==> src/rtl/spi_slave_if.sv <==
// rtl/spi_slave_if.sv - SPI slave framing FSM: MOSI deserialiser and MISO read-data serialiser
// Optional macro SPI_FRAME_ERR_EN adds the frame_err abort strobe.
module spi_slave_if #(
  parameter int ADDR_SIZE = 8
) (
  input  logic                   clk,
  input  logic                   rst_n,
  input  logic                   SS_n,
  input  logic                   MOSI,
  output logic                   MISO,
  output logic [ADDR_SIZE+1:0]   rx_din,
  output logic                   rx_valid,
  input  logic [ADDR_SIZE-1:0]   tx_dout,
  input  logic                   tx_valid
`ifdef SPI_FRAME_ERR_EN
  ,
  output logic                   frame_err
`endif
);

  localparam int FRAME = ADDR_SIZE + 2;
  localparam int CW    = $clog2(FRAME + 1);
  localparam int TCW   = $clog2(ADDR_SIZE + 1);

  typedef enum logic [2:0] {
    IDLE      = 3'd0,
    CHK_CMD   = 3'd1,
    WRITE     = 3'd2,
    READ_ADD  = 3'd3,
    READ_DATA = 3'd4
  } state_t;

  state_t               state_q, state_d;
  logic [CW-1:0]        cnt_q, cnt_d;
  logic [FRAME-1:0]     rx_shift_q, rx_shift_d;
  logic [FRAME-1:0]     rx_din_q, rx_din_d;
  logic                 rx_valid_q, rx_valid_d;
  logic                 rd_addr_done_q, rd_addr_done_d;
  logic [ADDR_SIZE-1:0] tx_shift_q, tx_shift_d;
  logic [TCW-1:0]       tx_cnt_q, tx_cnt_d;
  logic                 tx_busy_q, tx_busy_d;
  logic                 tx_done_q, tx_done_d;
  logic                 miso_q, miso_d;
`ifdef SPI_FRAME_ERR_EN
  logic                 frame_err_q, frame_err_d;
`endif

  always_comb begin
    state_d        = state_q;
    cnt_d          = cnt_q;
    rx_shift_d     = rx_shift_q;
    rx_din_d       = rx_din_q;
    rx_valid_d     = 1'b0;
    rd_addr_done_d = rd_addr_done_q;
    tx_shift_d     = tx_shift_q;
    tx_cnt_d       = tx_cnt_q;
    tx_busy_d      = tx_busy_q;
    tx_done_d      = tx_done_q;
    miso_d         = 1'b0;
`ifdef SPI_FRAME_ERR_EN
    frame_err_d    = 1'b0;
`endif
    case (state_q)
      IDLE: begin
        if (!SS_n) state_d = CHK_CMD;
      end
      CHK_CMD: begin
        if (SS_n)                state_d = IDLE;
        else if (!MOSI)          state_d = WRITE;
        else if (rd_addr_done_q) state_d = READ_DATA;
        else                     state_d = READ_ADD;
      end
      WRITE, READ_ADD, READ_DATA: begin
        if (SS_n) begin
          // Abort: partial frame dropped, shift killed, rd_addr_done kept.
          state_d   = IDLE;
          cnt_d     = '0;
          tx_busy_d = 1'b0;
          tx_done_d = 1'b0;
`ifdef SPI_FRAME_ERR_EN
          frame_err_d = (cnt_q < CW'(FRAME)) || tx_busy_q;
`endif
        end else if (cnt_q != CW'(FRAME)) begin
          rx_shift_d = {rx_shift_q[FRAME-2:0], MOSI};
          cnt_d      = cnt_q + CW'(1);
          if (cnt_q == CW'(FRAME - 1)) begin
            rx_din_d   = {rx_shift_q[FRAME-2:0], MOSI};
            rx_valid_d = 1'b1;
            if (state_q == READ_ADD) rd_addr_done_d = 1'b1;
          end
        end else if (state_q == READ_DATA) begin
          if (tx_busy_q) begin
            if (tx_cnt_q != '0) begin
              miso_d     = tx_shift_q[ADDR_SIZE-1];
              tx_shift_d = {tx_shift_q[ADDR_SIZE-2:0], 1'b0};
              tx_cnt_d   = tx_cnt_q - TCW'(1);
            end else begin
              tx_busy_d      = 1'b0;
              tx_done_d      = 1'b1;
              rd_addr_done_d = 1'b0;
            end
          end else if (!tx_done_q && tx_valid) begin
            // MSB goes out on the cycle right after the latch.
            miso_d     = tx_dout[ADDR_SIZE-1];
            tx_shift_d = {tx_dout[ADDR_SIZE-2:0], 1'b0};
            tx_cnt_d   = TCW'(ADDR_SIZE - 1);
            tx_busy_d  = 1'b1;
          end
        end
      end
      default: begin
        state_d = IDLE;
        cnt_d   = '0;
      end
    endcase
  end

  always_ff @(posedge clk or negedge rst_n) begin
    if (!rst_n) begin
      state_q        <= IDLE;
      cnt_q          <= '0;
      rx_shift_q     <= '0;
      rx_din_q       <= '0;
      rx_valid_q     <= 1'b0;
      rd_addr_done_q <= 1'b0;
      tx_shift_q     <= '0;
      tx_cnt_q       <= '0;
      tx_busy_q      <= 1'b0;
      tx_done_q      <= 1'b0;
      miso_q         <= 1'b0;
`ifdef SPI_FRAME_ERR_EN
      frame_err_q    <= 1'b0;
`endif
    end else begin
      state_q        <= state_d;
      cnt_q          <= cnt_d;
      rx_shift_q     <= rx_shift_d;
      rx_din_q       <= rx_din_d;
      rx_valid_q     <= rx_valid_d;
      rd_addr_done_q <= rd_addr_done_d;
      tx_shift_q     <= tx_shift_d;
      tx_cnt_q       <= tx_cnt_d;
      tx_busy_q      <= tx_busy_d;
      tx_done_q      <= tx_done_d;
      miso_q         <= miso_d;
`ifdef SPI_FRAME_ERR_EN
      frame_err_q    <= frame_err_d;
`endif
    end
  end

  assign MISO     = miso_q;
  assign rx_din   = rx_din_q;
  assign rx_valid = rx_valid_q;
`ifdef SPI_FRAME_ERR_EN
  assign frame_err = frame_err_q;
`endif

endmodule

==> config.mk <==
export PLATFORM = sky130hd
export DESIGN_NAME = spi_slave_if
export DESIGN_NICKNAME = d
export VERILOG_FILES = /design/src/rtl/spi_slave_if.sv
export SDC_FILE = /design/constraint.sdc
export NUM_CORES = 1
export LEC_CHECK = 0
export ABC_AREA = 1
export CAP_MARGIN = 30
export CORE_UTILIZATION = 42
export CTS_CLUSTER_SIZE = 24
export DETAILED_ROUTE_END_ITERATION = 10
export GPL_TIMING_DRIVEN = 0
export MAX_ROUTING_LAYER = met4
export SYNTH_ARGS = -nofsm -noshare
export SYNTH_HDL_FRONTEND = slang
export SYNTH_SLANG_ARGS = --single-unit
==> constraint.sdc <==
create_clock -name clk -period 4 [get_ports clk]
set_input_delay 0.6 -clock clk [delete_from_list [all_inputs] [get_ports clk]]
set_output_delay 0.6 -clock clk [all_outputs]
set_load 0.03 [all_outputs]
# Yosys cells after proc, flatten, opt, wreduce, memory -nomap -nowiden
# Index checks and enable logic that the tools add are counted.
[word_totals] out_inout_bits=12 regBits=43 wordCells=93
[classes] muxes=43 n_reduce_logical=19 bitwise=3 add_sub_neg=2 eq_ne=15
[op_table] cell="$mux 1" count=28
[op_table] cell="$mux 8" count=3
[op_table] cell="$mux 4" count=5
[op_table] cell="$mux 3" count=5
[op_table] cell="$ne 2x2->1 const B" count=5
[op_table] cell="$reduce_bool 2->1" count=5
[op_table] cell="$pmux 3 s3" count=1
[op_table] cell="$pmux 4 s2" count=1
[op_table] cell="$reduce_and 7->1" count=1
[op_table] cell="$eq 3x2->1 const B" count=2
[op_table] cell="$ne 2x1->1 const B" count=3
[op_table] cell="$reduce_and 3->1" count=2
[op_table] cell="$reduce_and 6->1" count=1
[op_table] cell="$reduce_and 5->1" count=1
[op_table] cell="$add 4x1->4 const B" count=1
[op_table] cell="$eq 4x4->1 const B" count=1
[op_table] cell="$ne 4x4->1 const B" count=1
[op_table] cell="$reduce_and 2->1" count=2
[op_table] cell="$reduce_and 4->1" count=1
[op_table] cell="$reduce_bool 4->1" count=1
[op_table] cell="$sub 4x1->4 const B" count=1
[op_table] cell="$eq 3x1->1 const B" count=1
[op_table] cell="$eq 3x3->1 const B" count=1
[op_table] cell="$logic_not 3->1" count=1
[op_table] cell="6 further kinds" count=8

# Depth between registers and ports, before layout
# Gate-level depths: netlist of the first run.
[logic_depth] ltp_word=8 ltp_mapped=9 mapped_depth_nobuf=8

# Least setup slack after synthesis of the first run
# No wires, ideal clock.
[synth_timing] path_kind="flip-flop to flip-flop" start="register cnt_q[0]" end="register rx_shift_q[8]" stages_incl_launch_ff=10 t_arrival_ps=1273 synth_period_minus_slack_ps=1390 setup_ps=117 path_slack_ps=2610 path_cell_list="dfrtp_1 inv_1 ha_1 nand3_2 nand2_1 inv_4 nand2_4 buf_12 nand2_2 o21ai_2"
[synth_between] elab_chain_cells=2
[synth_rtl] element="start, declared" line_no="34" text="logic [CW-1:0] cnt_q, cnt_d;"
[synth_rtl] element="start signal, assigned" line_no="136" text="cnt_q <= cnt_d;"
[synth_rtl] element="$ne 4x4->1" line_no="83" text="end else if (cnt_q != CW'(FRAME)) begin"
[synth_rtl] element="$reduce_and 3->1 (no source line)"
[synth_rtl] element="end signal, assigned" line_no="137" text="rx_shift_q <= rx_shift_d;"
[synth_rtl] element="end, declared" line_no="35" text="logic [FRAME-1:0] rx_shift_q, rx_shift_d;"
# Every way passes these cells.
# A chain may end at the register's enable or synchronous reset.

# Worst setup path after layout of the first run
[layout_timing] start="register rx_din_q[6], in the netlist rx_din[6]" end="output port rx_din[6]"
[layout_lines] element="start, declared" line_no="36" text="logic [FRAME-1:0] rx_din_q, rx_din_d;"
[layout_lines] element="start signal, assigned" line_no="138" text="rx_din_q <= rx_din_d;"
[layout_lines] element="end, declared" line_no="11" text="output logic [ADDR_SIZE+1:0] rx_din,"
# No word-level cell between the ends.

==> results of run 1 <==
state kept, by name (all words and copies together), names as in the netlist:
name / count
MISO: 1
cnt_q: 4
tx_done_q: 1
rd_addr_done_q: 1
tx_cnt_q: 4
rx_din: 10
rx_shift_q: 9
state_q: 3
rx_valid: 1
tx_busy_q: 1
tx_shift_q: 7
kinds of logic (layout without fill, tap and decap cells):
family	Yosys count	after routing	synth area share, %
buf+inv	31	64	7.22
compound gates	15	15	4.48
simple gates	170	170	36.2
fa+ha+maj	4	4	2.33
flops	42	42	48.9
xor+xnor	2	2	0.816
how the worst max path moves through the flow:
stage,slack (ns),cells past startpoint,start,endpoint
floorplan,2.61,9,cnt_q[0]$_DFFE_PN0P_,rx_shift_q[8]$_DFFE_PN0P_
global placement,1.12,1,rst_n,rx_din[8]$_DFFE_PN0P_
detailed placement,1.92,6,SS_n,tx_shift_q[5]$_DFFE_PN0P_
CTS,2.06,1,rx_din[6]$_DFFE_PN0P_,rx_din[6]
global route,2.03,1,rx_din[3]$_DFFE_PN0P_,rx_din[3]
finish,2.08,1,rx_din[6]$_DFFE_PN0P_,rx_din[6]
placed cells by master, fill, tap and decap left out, types with 2 or more instances in the layout:
cell,netlist,final
o21ai_2,4,4
inv_2,5,5
ha_1,4,4
buf_6,2,2
nand3_1,27,27
buf_2,1,2
nand4_1,7,7
buf_12,1,2
nand2_1,106,106
nand2_4,2,2
nand3_2,3,3
nand3b_1,2,2
nor2_2,4,4
inv_1,20,20
nor2_1,7,7
o21ai_1,4,4
nand2_2,8,8
dfrtp_1,42,42
o21ai_0,4,4
clkbuf_8,0,5
clkdlybuf4s50_1,0,23
power breakdown:
group	internal (mW)	switching (mW)	leakage, nW	total (mW)
Sequential	0.470	0.0447	0.573	0.515
Clock	0.123	0.149	0.0452	0.272
Combinational	0.0925	0.151	0.689	0.244
stage by stage:
| stage | hold slack [ns] | utilization [%] | power [mW] | std cells | worst slack, ns |
|---|---|---|---|---|---|
| 2_1_floorplan | 0.304 | - | 0.698 | 264 | 2.61 |
| 3_3_place_gp | 0.454 | 51.3 | 0.763 | 355 | 1.12 |
| 3_5_place_dp | 0.458 | 51.6 | 0.770 | 356 | 1.92 |
| 4_1_cts | 0.230 | 53.4 | 1.05 | 364 | 2.06 |
| 5_1_grt | 0.252 | 53.4 | 1.10 | 364 | 2.03 |
| 6_report | 0.228 | 53.4 | 1.03 | 364 | 2.08 |
cell type report:
class / instances / area [µm²]
well taps: 67 / 83.8
fillers: 496 / 2240
inverters: 26 / 100
repair buffers: 25 / 255
clock buffers: 6 / 72.6
multi-input cells: 191 / 942
flip-flops and latches: 42 / 1050
clock inverters: 2 / 13.8
plain buffers: 5 / 55.1
cells in the mapped netlist:
cell,instances
nand2_1,106
dfrtp_1,42
nand3_1,27
inv_1,20
nand2_2,8
nand4_1,7
nor2_1,7
inv_2,5
ha_1,4
nor2_2,4
o21ai_0,4
o21ai_1,4
o21ai_2,4
nand3_2,3
buf_6,2
nand2_4,2
nand3b_1,2
a21boi_0,1
a21oi_1,1
a21oi_2,1
buf_12,1
buf_2,1
buf_4,1
inv_4,1
nor2_4,1
nor3_1,1
nor3_2,1
or2_2,1
xnor2_1,1
xor2_1,1
per-layer routing:
metal,routed length (µm),part of all wire (%),vias up,global-route usage [%]
met5,0,0,-,-
met4,53,1.3,0,6.20
met3,128,3.0,5,4.25
met2,1900,45,23,26.8
met1,2140,51,809,24.7
li1,-,-,897,-
==> impl_metrics.tcl, run 1 <==
set metrics [dict create \
    hold_violations 0 \
    slew_violations 0 \
    r2r_start "cnt_q[0]$_DFFE_PN0P_" \
    syn2layout_area_growth_pct 19.8 \
    vias_per_cell 4.76 \
    postCtsSetupRepairBufs 0 \
    cpMaxStageDelayCell "clkdlybuf4s50_1" \
    skew_ns 0.00887 \
    drive_gt1_share_pct 15.2 \
    ys_seq_area_share_pct 48.9 \
    grt_start_max_net_pins 27 \
    clk_path_buf_depth 2 \
    synth_nets 281 \
    h-tree-depth 2 \
    coreArea_um2 4820 \
    pin_count 25 \
    synth_top_cell_by_area "dfrtp_1" \
    slowest_delay_ns 0.67 \
    antenna_found_initial 0 \
    ys_top_cells_by_area "dfrtp_1 (49%), nand2_1 (19%), nand3_1 (6.3%)" \
    path_clk_slew_ns 0.08 \
    leakagePower_nw 1.31 \
    fp.dieArea_um2 5410 \
    reg2reg_depth 8 \
    nets 313 \
    cts_tree "done" \
    die_y_um 73.5 \
    grt_pass1_wl_um 7260 \
    rsz0062_at_grt "no" \
    critPathRequiredTime_ns 3.40 \
    root_buffer "clkbuf_8" \
    fmax_mhz 520 \
    outcome "finished clean" \
    endpoint_kind "primary output" \
    critPathTopFamily "buffers and inverters" \
    drt_iter0_drc 85 \
    syn_area_per_cell_um2 8.14 \
    synth_top_area_share_pct 48.9 \
    cap_violations 0 \
    first_global_vias 1582 \
    gp_congestion 0.819 \
    vias 1734 \
    r2r_setup_slack_ns 2.42 \
    path_buf_inv 1 \
    stdcell_area_um2 2570 \
    ir_worst_vdd_mv 0.184 \
    ys_types 30 \
    cts_buffers 5 \
    postPlaceCellArea_um2 2490 \
    ctsHoldBuffers 0 \
    syn_area_um2 2150 \
    min_path_type "in -> async" \
    drc 0 \
    die_w_um 73.5 \
    critPathKind "reg -> out" \
    cts.sinks 42 \
    worstPathCellList "clkdlybuf4s50_1" \
    antenna_left 0 \
    portBuffers 24 \
    tightest_slew_ns 0.439 \
    insertedDiodeCount 0 \
    final.min_clock_period_ns 1.92 \
    wl_um 4230 \
    yosys_warnings 0 \
    period_share_pct 48.1 \
    first_pass_iters 4 \
    arrival_ns 1.32 \
    grtUsageTotal_pct 18.2 \
    clock_latency_ns 0.30 \
    power.density_nw_per_um2 401 \
    cp-start-kind "register" \
    synthCells 264 \
    setup_viol 0 \
    ys_ff_latch 42 \
    start_util_pct 44.6 \
    r2r-end "tx_shift_q[1]$_DFFE_PN0P_" \
    fin_setup_tns_ns 0 \
    drt-wirelength-per-cell_um 11.6 \
    overflow 0 \
    num_rows 25 \
    cp_max_fo 2 \
    hpwl_um 3050 \
    cts-resized-gates 0 \
    maxSlewHeadroom_pct 70.7 \
]
(Power assumes the default switching activity.)
==> run 2: changes to the inputs <==
Settings changed: PLACE_DENSITY from default to 0.65.
Clock period 4 ns to 1.7 ns, I/O delays scaled along.
==> impl_metrics.tcl, run 2 (same netlist as run 1, synthesis figures left out) <==
set metrics [dict create \
    outcome "finished clean" \
    overflow 0 \
    gp_congestion 0.815 \
    tightest_slew_ns 0.419 \
    largest_reg_flops 10 \
    root_buffer "clkbuf_8" \
    h-tree-depth 2 \
    path_clk_slew_ns 0.08 \
    portBuffers 24 \
    grt_pass1_wl_um 7210 \
    clock_latency_ns 0.29 \
    cts.sinks 42 \
    drc 0 \
    mostFrequentLayoutCell "nand2_1" \
    worstPathCellList "clkdlybuf4s50_1" \
    hold_violations 0 \
    cpMaxStageDelayCell "clkdlybuf4s50_1" \
    syn2layout_area_growth_pct 21.5 \
    drt-wirelength-per-cell_um 11.4 \
    pin_count 25 \
    vias_per_cell 4.78 \
    first_pass_iters 4 \
    leakagePower_nw 1.32 \
    slowest_delay_ns 0.67 \
    maxSlewHeadroom_pct 72.0 \
    holdWs_ns 0.380 \
    fp.dieArea_um2 5410 \
    clk_path_buf_depth 2 \
    power.density_nw_per_um2 991 \
    wl_um 4160 \
    grt_start_max_net_pins 31 \
    insertedDiodeCount 0 \
    endpoint_kind "primary output" \
    cap_violations 0 \
    cts_tree "done" \
    cts_buffers 5 \
    ir_worst_vdd_mv 0.567 \
    die_y_um 73.5 \
    critPathKind "reg -> out" \
    skew_ns 0.00567 \
    first_global_vias 1575 \
    post-route-util_pct 54.2 \
    setup.worst_path.start "rx_din[7]$_DFFE_PN0P_" \
    period_share_pct 92.7 \
    fmax_mhz 635 \
    drt_iter0_drc 79 \
    reg2reg_depth 8 \
    start_util_pct 44.6 \
    antenna_left 0 \
    die_w_um 73.5 \
    postCtsSetupRepairBufs 0 \
    slew_violations 0 \
    num_rows 25 \
    antenna_found_initial 0 \
    critPathTopFamily "buffers and inverters" \
    r2r-end "tx_shift_q[3]$_DFFE_PN0P_" \
    final_cell_mix "nand2_1 (106), dfrtp_1 (42), nand3_1 (27), clkdlybuf4s50_1 (23), inv_1 (20)" \
    vias 1744 \
    cp_max_fo 2 \
    nets 314 \
    path_buf_inv 1 \
    drive_gt1_share_pct 15.4 \
    cp-start-kind "register" \
    r2r_start "cnt_q[0]$_DFFE_PN0P_" \
    arrival_ns 1.32 \
    final.min_clock_period_ns 1.58 \
    hpwl_um 2950 \
    coreArea_um2 4820 \
    critPathRequiredTime_ns 1.44 \
    r2r_setup_slack_ns 0.13 \
    min_path_type "in -> async" \
    rsz0062_at_grt "no" \
    setup_viol 0 \
    grtUsageTotal_pct 18.3 \
]
run 2: cell count changes in the layout (fill, tap and decap cells not counted):
cell	delta
bufinv_16	+1
clkinv_2	-1
clkinv_4	-1
clkinvlp_4	+1
dlygate4sd3_1	+1
ha_1	-1
ha_2	+1
run 2: worst max-delay path by stage:
stage / end / cells past startpoint / slack (ns)
4_1_cts: tx_shift_q[3]$_DFFE_PN0P_ / 8 / 0.08
3_5_place_dp: tx_shift_q[5]$_DFFE_PN0P_ / 6 / -0.02
2_1_floorplan: rx_shift_q[8]$_DFFE_PN0P_ / 9 / 0.31
5_1_grt: cnt_q[1]$_DFFE_PN0P_ / 8 / 0.01
6_report: rx_din[7] / 1 / 0.12
3_3_place_gp: rx_din[4]$_DFFE_PN0P_ / 1 / -0.82
run 2: layer usage:
| metal | up-vias | global-route usage [%] | wire, µm |
|---|---|---|---|
| li1 | 903 | - | - |
| met1 | 813 | 24.4 | 2070 |
| met2 | 23 | 27.7 | 1920 |
| met3 | 5 | 4.12 | 125 |
| met4 | 0 | 5.77 | 53 |
| met5 | - | - | 0 |
run 2: cell type report:
type                            count  area [µm²]
Timing Repair Buffer               26         265
Inverter                           26         100
Sequential cell                    42        1050
Buffer                              5        55.1
Clock inverter                      2        37.5
Clock buffer                        6        72.6
Multi-Input combinational cell    191         945
Tap cell                           67        83.8
Fill cell                         477        2210
run 2: power breakdown:
group	switching, mW	internal, mW	leakage, nW
Clock	0.356	0.438	0.0514
Combinational	0.361	0.220	0.692
Sequential	0.104	1.11	0.573
run 2: timing repair:
item / 4_1_cts / 5_1_grt
hold buffers: 1 / 0
hold endpoints to repair: 12 / 0
gates resized for setup: 0 / 1
endpoints found under the setup margin: 0 / 5
run 2: through the flow:
step / area [µm²] / setup TNS [ns] / instances / power, mW / worst slack (ns)
after floorplan: 2150 / 0 / 264 / 1.64 / 0.310
after global placement: 2470 / -34.55 / 355 / 1.79 / -0.822
after detailed placement: 2490 / -0.0619 / 356 / 1.81 / -0.0185
after CTS: 2610 / 0 / 365 / 2.61 / 0.0766
after global routing: 2610 / 0 / 365 / 2.73 / 0.0123
final: 2610 / 0 / 365 / 2.59 / 0.125
==> run 3: changes to the inputs <==
Settings changed: ABC_AREA 1 to default, PLACE_DENSITY 0.65 to 0.66.
==> impl_metrics.tcl, run 3 <==
set metrics [dict create \
    slew_violations 0 \
    p_comb_share_pct 19.7 \
    nets 227 \
    first_global_vias 1433 \
    root_buffer "clkbuf_8" \
    grt_start_max_net_pins 43 \
    period_share_pct 99.0 \
    synthCells 160 \
    syn_area_um2 1940 \
    cts_tree "done" \
    ys_async_sr_fraction_pct 100 \
    syn2layout_area_growth_pct 33.5 \
    holdWs_ns 0.457 \
    placed_cells 236 \
    synth_top_area_share_pct 54.1 \
    gp_congestion 0.805 \
    fp.dieArea_um2 4910 \
    hpwl_um 2390 \
    ir_worst_vdd_mv 0.671 \
    ys_seq_area_share_pct 54.1 \
    p_switching_mw 0.629 \
    antenna_left 0 \
    critPathRequiredTime_ns 1.88 \
    h-tree-depth 2 \
    drt_iter0_drc 67 \
    power.share.sequential_pct 52.9 \
    tightest_slew_ns 0.417 \
    p_clk_share_pct 27.5 \
    first_pass_iters 4 \
    coreArea_um2 4410 \
    synth_top_cell_by_area "dfrtp_1" \
    fin_cells 263 \
    portBuffers 24 \
    yosys_warnings 0 \
    reg2reg_depth 6 \
    setup.worst_path.start "cnt_q[1]$_DFFE_PN0P_" \
    drt-wirelength-per-cell_um 15.3 \
    fin_setup_tns_ns 0 \
    endpoint_kind "register" \
    die_w_um 70.0 \
    cp_max_fo 5 \
    die_y_um 70.0 \
    grtUsageTotal_pct 17.2 \
    ys_types 41 \
    vias 1398 \
    rsz0062_at_grt "yes" \
    hold_violations 0 \
    outcome "finished clean" \
    antenna_found_initial 0 \
    intPower_mw 1.69 \
    ys.flop_type "dfrtp_1" \
    cts_buffers 5 \
    path_clk_slew_ns 0.08 \
    cp-start-kind "register" \
    cts.sinks 42 \
    postPlaceCellArea_um2 2240 \
    ys_top_cells_by_area "dfrtp_1 (54%), mux2_2 (10%), a21oi_1 (3.6%)" \
    largest_reg_flops 10 \
    swShare_pct 27.2 \
    skew_ns 0.00526 \
    final.min_clock_period_ns 1.68 \
    setup_viol 0 \
    num_rows 24 \
    post-route-util_pct 58.8 \
    wl_um 4020 \
    pin_count 25 \
    start_util_pct 44.0 \
    ys_ff_latch 42 \
    r2r_setup_slack_ns 0.02 \
    power.density_nw_per_um2 892 \
    maxSlewHeadroom_pct 72.1 \
    clk_path_buf_depth 2 \
    multi_input_comb_area_um2 868 \
    min_path_type "in -> async" \
    synth.most_common_cell "dfrtp_1" \
    grt_pass1_wl_um 6450 \
    drive_gt1_share_pct 32.2 \
    critPathKind "reg -> reg" \
    yosys-top-cells-count "dfrtp_1 (42), mux2_2 (18), a21oi_1 (14), inv_1 (10), nand2_1 (9)" \
    final_cell_mix "dfrtp_1 (42), clkdlybuf4s50_1 (23), mux2_4 (15), a21oi_1 (14), buf_4 (13)" \
    r2r_start "cnt_q[1]$_DFFE_PN0P_" \
    drc 0 \
    fmax_mhz 594 \
    synth-edff-count 0 \
    insertedDiodeCount 0 \
    seq_area_um2 1050 \
    r2r-end "rx_shift_q[7]$_DFFE_PN0P_" \
    overflow 0 \
    mostFrequentLayoutCell "dfrtp_1" \
    leakagePower_nw 1.16 \
    stdcell_area_um2 2600 \
    cap_violations 0 \
    clock_latency_ns 0.29 \
    nFillCells 374 \
    syn_area_per_cell_um2 12.2 \
    arrival_ns 1.86 \
    synth_nets 177 \
    vias_per_cell 5.32 \
]
==> run 3: cell type report <==
| type | count | area share (%) |
|---|---|---|
| repair buffers | 43 | 15.7 |
| inverters | 10 | 1.45 |
| flip-flops and latches | 42 | 40.5 |
| well taps | 52 | 2.51 |
| clock inverters | 3 | 0.819 |
| plain buffers | 8 | 2.94 |
| multi-input cells | 100 | 33.4 |
| clock buffers | 5 | 2.65 |
==> run 3: worst max path at each step <==
| stage | to | slack [ns] | depth (start not counted) |
|---|---|---|---|
| 2_1_floorplan | tx_busy_q$_DFFE_PN0P_ | 0.03 | 7 |
| 3_3_place_gp | rx_din[7]$_DFFE_PN0P_ | -0.63 | 1 |
| 3_5_place_dp | rx_din[8]$_DFFE_PN0P_ | -0.20 | 6 |
| 4_1_cts | rx_shift_q[1]$_DFFE_PN0P_ | 0.005 | 6 |
| 5_1_grt | rx_shift_q[6]$_DFFE_PN0P_ | -0.04 | 6 |
| 6_report | rx_shift_q[7]$_DFFE_PN0P_ | 0.02 | 6 |
==> run 3: metrics by stage <==
stage	total power [mW]	setup WS, ns
final	2.32	0.0175
after global routing	2.44	-0.0445
after CTS	2.24	0.00537
after detailed placement	1.54	-0.200
after global placement	1.52	-0.635
after floorplan	1.42	0.0267
==> run 3: cell families (layout without fill, tap and decap cells) <==
group | after synthesis | after routing | share of synthesized area (%)
AOI/OAI and AO/OA | 36 | 36 | 12.2
adders and majority gates | 4 | 4 | 2.57
buffers and inverters | 18 | 69 | 5.47
DFF | 42 | 42 | 54.1
and+or+nand+nor | 33 | 33 | 10.1
muxes | 27 | 27 | 15.6
==> run 3: power by group through the flow <==
| stage | Combinational [mW] | Sequential, mW | Clock, mW |
|---|---|---|---|
| 2_1_floorplan | 0.216 | 1.21 | 0 |
| 3_3_place_gp | 0.285 | 1.23 | 0 |
| 3_5_place_dp | 0.303 | 1.24 | 0 |
| 4_1_cts | 0.375 | 1.21 | 0.658 |
| 5_1_grt | 0.499 | 1.24 | 0.704 |
| 6_report | 0.455 | 1.22 | 0.636 |
==> run 3: what timing repair did <==
action / 4_1_cts / 5_1_grt
gates cloned: 1 / 2
hold buffers: 0 / 1
gates resized for setup: 7 / 25
hold endpoints to repair: 0 / 42
setup buffers: 10 / 4
setup endpoints to repair: 27 / 29
pin swaps: 4 / 6
==> run 3: worst max-delay path: stages, from the launching register on <==
cell,delay (ns)
dfrtp_1,0.40
ha_2,0.20
and3b_2,0.25
buf_6,0.13
nor2_4,0.12
buf_6,0.15
mux2_2,0.33
==> run 3: metal layers <==
layer	global-route usage (%)	wire length [µm]	up-vias
met5	-	0	-
li1	-	-	674
met2	28.7	2060	27
met1	20.7	1810	693
met3	4.47	122	4
met4	4.67	20	0
